### src/rtl/sat_counter.sv
// Up-counter that sticks at all-ones instead of wrapping.
module sat_counter #(
  parameter int W = 8
) (
  input  logic         clk,
  input  logic         rst,
  input  logic         inc,
  output logic [W-1:0] count
);

  always_ff @(posedge clk or posedge rst) begin
    if (rst) begin
      count <= '0;
    end else if (inc && (count != '1)) begin
      count <= count + W'(1);
    end
  end

endmodule

### config.mk
export PLATFORM = sky130hd
export DESIGN_NAME = sat_counter
export DESIGN_NICKNAME = d
export VERILOG_FILES = /design/src/rtl/sat_counter.sv
export SDC_FILE = /design/constraint.sdc
export NUM_CORES = 1
export LEC_CHECK = 0
export CELL_PAD_IN_SITES_DETAIL_PLACEMENT = 0
export CELL_PAD_IN_SITES_GLOBAL_PLACEMENT = 2
export CORE_MARGIN = 1
export CORE_UTILIZATION = 27
export CTS_BUF_LIST = sky130_fd_sc_hd__clkbuf_16
export CTS_CLUSTER_DIAMETER = 100
export CTS_CLUSTER_SIZE = 10
export DETAILED_ROUTE_END_ITERATION = 10
export PLACE_DENSITY = 0.75
export SLEW_MARGIN = 20
export SYNTH_ARGS = -nofsm -noshare
export SYNTH_HDL_FRONTEND = slang
export SYNTH_SLANG_ARGS = --single-unit
### constraint.sdc
create_clock -name clk -period 1.6 [get_ports clk]
set_input_delay 0.16 -clock clk [delete_from_list [all_inputs] [get_ports clk]]
set_output_delay 0.16 -clock clk [all_outputs]
set_load 0.005 [all_outputs]
==> metrics.yaml <==
detailed_routing:
  drc: 0
  vias: 374
  ant_nets: 0
  wirelength_um: 944
  drt-pass1-iter-count: 4
  wl_per_cell_um: 13.9
  drt_iter0_drc: 5
  via_per_inst: 5.50
layout:
  drive_above_1_share: 0.170
  final_cell_mix: "10 x clkdlybuf4s50_1, 8 x dfrtp_1, 4 x nand2_1"
  layout_commonest_cell: "clkdlybuf4s50_1"
  antennaDiodeCount: 0
  synthToLayoutAreaGrowth_pct: 50.4
  fill_cells: 131
  largest_register: "count"
  nets: 59
  top_regs: "count x8"
  design_area_um2: 631
  largest_register_ffs: 8
floorplanning:
  dieHeight_um: 41.4
  fp.dieArea_um2: 1710
  start_util: 0.307
  core_um2: 1370
  ios: 11
  fp-row-count: 13
  die_w_um: 41.4
sta:
  period_share: 0.942
  tns_ns: 0
  hold_viol: 0
  setup_ws_ns: 0.0921
  holdWs_ns: 0.206
  worstMarginPinSlew_ns: 0.321
  slew_headroom: 0.786
  report.final.slew_viol_count: 0
  post-route-min-period_ns: 1.51
  skew_ns: 0.000786
  setup_violations: 0
  fmax_mhz: 663
  rsz0062_at_grt: "no"
power:
  leakage_nw: 0.247
  vdd.ir_drop.worst_uv: 840
  p_per_area_nw_per_um2: 2070
worst_setup_path:
  cp-endpoint: "count[1]$_DFFE_PP0P_"
  rr_startpoint: "count[1]$_DFFE_PP0P_"
  cp_max_fo: 7
  worstSetupEndpointType: "flip-flop"
  crit_arrival_ns: 1.62
  path_class: "flip-flop to flip-flop"
  r2r_end: "count[1]$_DFFE_PP0P_"
  start_kind: "flip-flop"
  r2r_setup_slack_ns: 0.09
  cp.required_ns: 1.71
  startpoint: "count[1]$_DFFE_PP0P_"
  rr_worst_depth: 4
clock_tree:
  clk_path_buf_depth: 2
  tritoncts: "built"
  h-tree-depth: 1
  numClockSinks: 8
  cts-root-buf: "clkbuf_16"
  clk_pin_slew_worst_paths_ns: 0.04
  clk_latency_ns: 0.23
  numCtsBuffers: 3
global_routing:
  grt_first_pass_wirelength_um: 1680
  grt_max_degree: 9
  grt_pass1_vias: 368
  grt_overflow_total: 0
  antenna_found_initial: 0
  groute.usage.overall: 0.141
placed_design:
  place_area_um2: 553
  port_buffers: 10
  dpl.hpwl_um: 693
  gp_congestion: 0.755
  pre_cts_ws_ns: 0.0659
synthesis:
  synthCells: 38
  synth_nets: 42
  ys_ff_latch: 8
  yosysUniqueCellTypes: 19
  postSynthAreaPerCell_um2: 11.0
  yosysSeqAreaShare: 0.478
  syn_area_um2: 419
  yosysWarnings: 0
worst_hold_path:
  hp-class: "input pin to async pin"
flow_run:
  cap_violations: 0
status:
  status: "finished, final reports clean"
metal layers:
metal  global-route usage  vias to the layer above  share of wire
li1                     -                      174              -
met1                0.147                      178           0.44
met5                    0                        -              0
met4                0.135                        0          0.036
met3               0.0652                        4          0.077
met2                0.203                       18           0.45
per-stage QoR:
stage | cells | total power, mW | utilization
CTS | 68 | 1.32 | 0.460
finish | 68 | 1.31 | 0.462
global placement | 65 | 0.882 | 0.405
global route | 68 | 1.40 | 0.462
detailed placement | 65 | 0.886 | 0.405
floorplan | 38 | 0.623 | -
kinds of logic (layout without fill, tap and decap cells):
logic type	count (synthesis)	count (layout)	share of synthesized area
fa+ha+maj	1	1	0.0298
simple gates	15	15	0.209
mux	4	4	0.107
xor+xnor	1	1	0.0209
compound gates	8	8	0.146
buf+inv	1	16	0.00895
flops	8	8	0.478
repair_timing:
action | CTS | global route
setup buffers | 0 | 0
resized for setup | 0 | 1
setup endpoints to repair | 0 | 1
hold buffers | 0 | 0
synth_stat cells:
cell	count	share of area
o2111a_1	1	0.027
xnor2_1	1	0.021
nand4_1	3	0.045
mux2_1	3	0.081
ha_1	1	0.030
o21ai_2	1	0.021
nor3_1	2	0.024
nand3_1	3	0.036
o21ai_1	1	0.012
o21bai_1	2	0.036
nand2_1	4	0.036
nor2_1	2	0.018
inv_1	1	0.0089
a21oi_1	1	0.012
nand4_4	1	0.051
dfrtp_1	8	0.48
mux2_2	1	0.027
a21boi_1	1	0.018
o31a_1	1	0.021
report_power, final:
| part | leakage, nW | internal (mW) | switching, mW |
|---|---|---|---|
| registers | 0.0985 | 0.294 | 0.149 |
| logic | 0.111 | 0.286 | 0.159 |
| clock network | 0.0370 | 0.322 | 0.0971 |
worst min path at each step:
stage | start | endpoint | slack [ns] | cells after the start
2_1_floorplan | rst | count[0]$_DFFE_PP0P_ | -0.02 | 1
3_3_place_gp | rst | count[0]$_DFFE_PP0P_ | 0.43 | 2
3_5_place_dp | rst | count[0]$_DFFE_PP0P_ | 0.46 | 2
4_1_cts | rst | count[0]$_DFFE_PP0P_ | 0.21 | 2
5_1_grt | rst | count[7]$_DFFE_PP0P_ | 0.25 | 2
6_report | rst | count[0]$_DFFE_PP0P_ | 0.21 | 2
worst max-delay path, stage by stage, from the launching register on:
cell and delay, ns:
dfrtp_1 0.40, ha_2 0.26, nand4_4 0.17, o21ai_2 0.22, mux2_1 0.33
cell type report:
| class | instances | area [um^2] | area share |
|---|---|---|---|
| clock buffer | 3 | 75.1 | 0.119 |
| inverter | 1 | 3.75 | 0.00595 |
| sequential | 8 | 200 | 0.317 |
| timing repair buffer | 12 | 115 | 0.183 |
| multi-input combinational | 29 | 218 | 0.345 |
| tap | 15 | 18.8 | 0.0298 |
Note: power is estimated with default switching activity, not from simulation.
